## src/rtl/mem_port_arbiter.sv

```systemverilog
// Arbitrates the single external memory port between the IF and MEM pipeline
// stages. Requests are serialised through a three-state FSM with round-robin
// tie-breaking, bus waits are bounded by a timeout, and per-stage stall
// signals are produced for the hazard unit.
module mem_port_arbiter #(
  parameter int ADDR_W      = 32,
  parameter int DATA_W      = 32,
  parameter int TIMEOUT_CYC = 64
) (
  input  logic                  clk,
  input  logic                  rst,
  // instruction-fetch port
  input  logic                  if_req,
  input  logic [ADDR_W-1:0]     if_addr,
  output logic [DATA_W-1:0]     if_rdata,
  output logic                  if_ready,
  output logic                  if_stall,
  // data-access port
  input  logic                  mem_req,
  input  logic                  mem_we,
  input  logic [DATA_W/8-1:0]   mem_be,
  input  logic [ADDR_W-1:0]     mem_addr,
  input  logic [DATA_W-1:0]     mem_wdata,
  output logic [DATA_W-1:0]     mem_rdata,
  output logic                  mem_ready,
  output logic                  mem_stall,
  // memory bus
  output logic                  bus_req,
  output logic                  bus_we,
  output logic [DATA_W/8-1:0]   bus_be,
  output logic [ADDR_W-1:0]     bus_addr,
  output logic [DATA_W-1:0]     bus_wdata,
  input  logic                  bus_ack,
  input  logic [DATA_W-1:0]     bus_rdata,
  // status
  output logic [1:0]            grant,
  output logic                  bus_err
);

  localparam int CNT_W = (TIMEOUT_CYC > 0) ? $clog2(TIMEOUT_CYC + 1) : 1;
  localparam bit TO_EN = (TIMEOUT_CYC > 0);
  localparam logic [CNT_W-1:0] TO_LIMIT = CNT_W'(TIMEOUT_CYC);

  typedef enum logic [1:0] {
    IDLE,
    IF_BUSY,
    MEM_BUSY
  } state_t;

  state_t             state;
  logic               last_mem;   // 1 when the last completed grant was MEM
  logic [CNT_W-1:0]   wait_cnt;
  logic               if_elig;
  logic               mem_elig;
  logic               pick_mem;
  logic               timed_out;
  logic [DATA_W-1:0]  done_data;

  // A port is not eligible in its own completion cycle, so a request held
  // through ready is not re-issued.
  assign if_elig   = if_req & ~if_ready;
  assign mem_elig  = mem_req & ~mem_ready;
  assign pick_mem  = mem_elig & (~if_elig | ~last_mem);
  assign timed_out = TO_EN && (wait_cnt == TO_LIMIT);
  assign done_data = bus_ack ? bus_rdata : '0;

  assign if_stall  = if_req & ~if_ready;
  assign mem_stall = mem_req & ~mem_ready;

  // Arbitration FSM with registered bus fields, ready pulses and error flag
  always_ff @(posedge clk or negedge rst) begin
    if (!rst) begin
      state     <= IDLE;
      last_mem  <= 1'b0;
      wait_cnt  <= '0;
      bus_req   <= 1'b0;
      bus_we    <= 1'b0;
      bus_be    <= '0;
      bus_addr  <= '0;
      bus_wdata <= '0;
      if_rdata  <= '0;
      mem_rdata <= '0;
      if_ready  <= 1'b0;
      mem_ready <= 1'b0;
      grant     <= 2'b00;
      bus_err   <= 1'b0;
    end else begin
      if_ready  <= 1'b0;
      mem_ready <= 1'b0;
      case (state)
        IDLE: begin
          if (if_elig || mem_elig) begin
            bus_req  <= 1'b1;
            wait_cnt <= '0;
            if (pick_mem) begin
              state     <= MEM_BUSY;
              grant     <= 2'b10;
              bus_we    <= mem_we;
              bus_be    <= mem_be;
              bus_addr  <= mem_addr;
              bus_wdata <= mem_wdata;
            end else begin
              state     <= IF_BUSY;
              grant     <= 2'b01;
              bus_we    <= 1'b0;
              bus_be    <= '1;
              bus_addr  <= if_addr;
              bus_wdata <= '0;
            end
          end
        end
        IF_BUSY, MEM_BUSY: begin
          if (bus_ack || timed_out) begin
            if (state == IF_BUSY) begin
              if_rdata <= done_data;
              if_ready <= 1'b1;
              last_mem <= 1'b0;
            end else begin
              mem_rdata <= done_data;
              mem_ready <= 1'b1;
              last_mem  <= 1'b1;
            end
            if (!bus_ack) bus_err <= 1'b1;
            bus_req <= 1'b0;
            grant   <= 2'b00;
            state   <= IDLE;
          end else begin
            wait_cnt <= wait_cnt + CNT_W'(1);
          end
        end
        default: state <= IDLE;
      endcase
    end
  end

endmodule

```

## config.mk

```make
export PLATFORM = sky130hd
export DESIGN_NAME = mem_port_arbiter
export DESIGN_NICKNAME = d
export VERILOG_FILES = /design/src/rtl/mem_port_arbiter.sv
export SDC_FILE = /design/constraint.sdc
export NUM_CORES = 1
export LEC_CHECK = 0
export CORE_MARGIN = 3
export CORE_UTILIZATION = 45
export CTS_CLUSTER_SIZE = 20
export DETAILED_ROUTE_END_ITERATION = 12
export PLACE_DENSITY = 0.84
export SLEW_MARGIN = 10
export SYNTH_ARGS = -nofsm -noshare
export SYNTH_HDL_FRONTEND = slang
export SYNTH_SLANG_ARGS = --single-unit
export TNS_END_PERCENT = 20
```

## constraint.sdc

```tcl
create_clock -name clk -period 5.2 [get_ports clk]
set_clock_uncertainty 0.05 [all_clocks]
set_input_delay 0.78 -clock clk [delete_from_list [all_inputs] [get_ports clk]]
set_output_delay 0.78 -clock clk [all_outputs]
set_load 0.1 [all_outputs]
```

Word-level counts from Yosys, hierarchy flattened:

Index checks and enable logic that the tools add are counted.

* RAM bits: 0
* bits in registers: 149
* input bits: 138
* memory bits (read-only): 0
* output and inout port bits: 141
* memories: 0
* bits in latches: 0

* add/subtract/negate cells: 1
* order comparisons: 0
* bitwise operators: 10
* reduce and logical (&&, ||, !) cells: 13
* $mul: 0
* muxes and demuxes: 22
* divide/modulo/power cells: 0
* shift operators: 0
* equal/unequal tests: 6

Operators by type and width (number)
* 32-bit 2-to-1 mux: 3
* 3-bit AND reduction: 5
* 7-bit 2-to-1 mux: 2
* 7-bit case mux with 2 select lines: 1
* 1-bit 2-to-1 mux: 9
* 2-bit case mux with 2 select lines: 2
* 7-bit by 1-bit adder with 7-bit output, second input constant: 1
* 7-bit == test, second input constant: 1
* 2-bit 2-to-1 mux: 3
* 2-bit inequality test, second input constant: 3
* 1-bit NOT: 6
* 2-bit AND reduction: 3
* 4-bit 2-to-1 mux: 1
* 1-bit bitwise AND: 3
* 2-bit by 1-bit == test with 1-bit output, second input constant: 1
* 2-bit == test, second input constant: 1
* 2-bit zero test: 1
* 1-bit logical OR: 2
* 1-bit case mux with 2 select lines: 1
* 2-bit nonzero test: 1
* 2-bit OR reduction: 1
* 1-bit bitwise OR: 1

Longest topological paths before layout:

* depth in word-level cells: 8
* depth in mapped cells: 8
* mapped depth without buffers: 6

Worst setup path after synthesis:

OpenSTA, ideal clock, no wires.

* kind: register to register
* from: register if_ready
* to: register grant[1]
* required time: 5.072 ns
* slack: 2.233 ns
* period minus slack after synthesis: 2.967 ns
* arrival time: 2.839 ns
* buffers on the path: 2
* stages on the path, launching flop included: 8
* path through: dfrtp_1 nand2b_1 inv_1 a211oi_1 clkbuf_1 buf_1 a21oi_1 o2bb2ai_1

* cells in the longest elaborated chain, start to end: 8
* elaborated cells between the ends (all ways): 11

Ends and longest elaborated chain
* start, declared: RTL line 16 `output logic if_ready,`
* start signal, assigned: RTL line 83 `if_ready <= 1'b0;`
* start signal, assigned: RTL line 88 `if_ready <= 1'b0;`
* start signal, assigned: RTL line 116 `if_ready <= 1'b1;`
* 1-bit NOT (*)
* 1-bit bitwise AND (*)
* net if_stall: RTL line 17 `output logic if_stall,`
* 1-bit NOT: RTL line 63 `assign pick_mem = mem_elig & (~if_elig | ~last_mem);`
* 1-bit bitwise OR: RTL line 63
* 1-bit bitwise AND: RTL line 63
* 2-bit 2-to-1 mux: RTL line 95 `if (pick_mem) begin`
* 2-bit 2-to-1 mux: RTL line 92 `if (if_elig || mem_elig) begin`
* 2-bit case mux with 2 select lines: RTL line 90 `case (state)`
* end signal, assigned: RTL line 85 `grant <= 2'b00;`
* end signal, assigned: RTL line 97 `grant <= 2'b10;`
* end signal, assigned: RTL line 104 `grant <= 2'b01;`
* end, declared: RTL line 36 `output logic [1:0] grant,`

The timed path passes the listed nets; every way through them passes the cells marked *. The select of a mux whose other input is x is not followed.
A chain may end at the register's enable or synchronous reset.

Final worst setup path:

* from: input if_req
* to: output if_stall

* cells in the longest elaborated chain, start to end: 1

Ends and longest elaborated chain
* start, declared: RTL line 13 `input logic if_req,`
* 1-bit bitwise AND: RTL line 67 `assign if_stall = if_req & ~if_ready;`
* end, declared: RTL line 17

No other way between the ends.

==> metrics list <==
- TritonCTS built the clock tree.
- Critical path capture point type: output pin
* Pins over their slew limit: 0
- Data on the critical path is required at its endpoint by 4.37 ns.
* Tmin final: 3.61 ns
* Total I/O pin count: 279
- Total CTS buffers: 17
- From bottom edge to top edge, the die measures 122 microns.
- By instance count, the leading cell after synthesis is sky130_fd_sc_hd__dfrtp_1.
- Die width: between 100 and 150 microns
- First-pass GRT wire length: around 28000 microns
- Total number of H-tree levels: 4
* Synth top area cells: sky130_fd_sc_hd__dfrtp_1 62%, sky130_fd_sc_hd__mux2_2 12%, sky130_fd_sc_hd__a22o_1 5.4%
- The floorplan step defined a die boundary enclosing 14800 sq um.
- Summed over all failing endpoints, the final setup total negative slack is 0 ns.
- Hold crit path type: reg -> reg
- For this design, the CTS-stage hold fixing added 0 buffers.
- For this run, the total global-route usage over all layers was measured as 24.4%.
* Drt wl/cell: 19.9 microns
- Iter 0 DRT Violations: 379
* Nets in the synthesized netlist: 586
- The tree built by TritonCTS fans out to 149 sinks.
- In this run the deepest clock path goes through 2 buffers.
- Number of nets still failing antenna checks after routing: 0
- The slowest stage of the critical path belongs to the cell sky130_fd_sc_hd__clkdlybuf4s50_1.
- Number of enable-type register cells in the synthesized netlist: 0
* Routability cong.: 0.841
- Initial Util: 46.8%
* Worst slew margin relative to its limit: 21.1%
* Fmax achieved: approximately 280 MHz
* Row count: 41
- The number of different library cells used by synthesis comes to 36.
- Detailed placement finished with a half-perimeter wire length of roughly 13000 microns.
- The largest single stage delay on the critical path is 1.20 ns.
- Synth area leader: sky130_fd_sc_hd__dfrtp_1
- Share of cells above drive strength 1: 14.1%
- Once the clock tree was built, the setup fixing pass inserted 0 buffers.
* Grt total ovfl: 0
- Sequential area share after synthesis: between 60% and 70%
- Slew @ Worst Pin: approximately 1.2 ns
* Maximum number of pins on one net before global-route repair: 109
- DRC: 0
- Type of the worst setup path: in -> out
- The number of hold-slack violations in the final timing report was 0.
* Worst hold margin: 0.416 ns
- Clock-pin slew was measured on the worst setup and hold paths at 0.05 ns.
- For this run, asynchronously set or reset flops after synthesis account for 100%.
- Later-pin clock latency in the skew report: approximately 0.41 ns
* RSZ-0062 raised after global routing: false
- Number of instances resized during post-cts repair: 0
- Core Box Area: 12900 sq um
- Area delta synth->final: 57.3%
- Vias after detailed routing: 4837
* Worst-case setup margin in the final layout: about 1.6 ns
- Yosys printed 0 warnings.
- In this design, the critical path's most frequently occurring cell is sky130_fd_sc_hd__clkdlybuf4s50_1.
- Ranked by instance count, the synthesized netlist is headed by 149 x sky130_fd_sc_hd__dfrtp_1, 65 x sky130_fd_sc_hd__mux2_2, 43 x sky130_fd_sc_hd__inv_1.
- Final net count: between 800 and 900
- The worst setup path is launched from an input port.
* Root cell of the clock tree: sky130_fd_sc_hd__clkbuf_16
- Among all flip-flop cells after synthesis, the most frequent one is sky130_fd_sc_hd__dfrtp_1.
* Aggregate routed wire length: 18000 microns
- Final setup fails: 0
* Vias in the first global route: 5213
- Status: finished clean
- The repair_antennas step left the layout with diodes totalling 0.
- The cell area that synthesis handed to floorplanning was approximately 6000 sq um.
* Final period util: 69.4%
- Post-Syn Instances: 444
- The count of buffers added on input and output ports is 278.
* 1st-pass router iterations: 8
- Synthesis inferred 149 register bits.
- Across the run, the number of max-cap violations was 0.
- For the worst setup path, the data arrival time is between 2 and 3 ns.
- In this run the worst path has a maximum fanout of 5.
- Cell breakdown of the critical path: clkdlybuf4s50_1 -> nand2b_1 -> inv_1 -> clkdlybuf4s50_1
- Post-Place Worst Slack: between 1.5 and 2 ns
- The initial antenna violation count is 0.
- Using the TritonRoute via totals, the vias-per-cell ratio works out to around 5.4.
* Post-Syn Area per Cell: 13.6 sq um
- Top cell type's share of synthesized area: 61.8%
## placed cells by master (no fill, tap or decap), drive strengths merged
master	count
o22a	4
o2bb2ai	3
a222oi	32
o211ai	3
o21a	1
a22o	37
a211oi	1
a211o	2
and2	34
mux2	65
nor4bb	1
nand2b	2
nor3b	1
a221o	1
bufinv	1
clkbuf	26
and3	2
or4b	1
or4	1
o41ai	1
ha	4
nor4b	3
o211a	1
buf	6
clkdlybuf4s50	277
o21ai	2
nor2	1
nand2	6
nand4b	1
a21oi	5
clkinv	4
inv	43
or2	1
nand3	8
dfrtp	149
## critical path: cells and delay by family
kind,cells,cell delay (ns)
buffers and inverters,3,1.90
and+or+nand+nor,1,0.10
## stage by stage
stage / instance area (sq um) / std cells / util [%]
floorplan: 6030 / 444 / -
global placement: 8960 / 871 / 69.6
detailed placement: 8960 / 871 / 69.6
CTS: 9490 / 902 / 73.7
global route: 9490 / 902 / 73.7
finish: 9490 / 902 / 73.7
## final timing paths
kind	cells past startpoint	slack, ns	endpoint	from
hold reg to reg	2	0.42	bus_err	bus_err
min in group asynchronous	1	0.45	bus_addr[30]	rst
max in group asynchronous	2	3.52	bus_wdata[19]	rst
setup reg to reg	4	2.49	if_rdata[13]	wait_cnt[3]
setup / recovery	4	1.59	if_stall	if_req
hold / removal	2	0.42	bus_err	bus_err
## layout make-up
class,count,area (sq um)
multi-input cells,224,2030
inverters,43,161
well taps,172,215
repair buffers,283,2820
fillers,848,3390
flip-flops and latches,149,3730
clock inverters,5,50.0
clock buffers,26,479
## kinds of logic (layout without fill, tap and decap cells)
| group | after synthesis | count (layout) | synth area share [%] |
|---|---|---|---|
| flip-flops | 149 | 149 | 61.8 |
| AO/OA/AOI/OAI | 93 | 93 | 13.7 |
| buffers and inverters | 71 | 357 | 4.85 |
| multiplexers | 65 | 65 | 12.1 |
| AND/OR/NAND/NOR | 62 | 62 | 6.64 |
| adder cells (fa/ha/maj) | 4 | 4 | 0.830 |
## layer usage
layer  track usage, %  vias to the layer above  routed length (microns)
met5                0                        -                        0
met2             40.0                      230                     8820
li1                 -                     2180                        -
met1             28.0                     2399                     6690
met4             8.68                        0                      402
met3             11.8                       28                     2050
## state kept, by name, indices dropped and copies added (netlist names), 2 cells and up
register   flops
bus_addr      32
bus_wdata     32
if_rdata      32
mem_rdata     32
wait_cnt       7
bus_be         4
grant          2
state          2
Power is not shown: default switching activity piles up to over one toggle a cycle in this logic, so the estimate is an artifact.
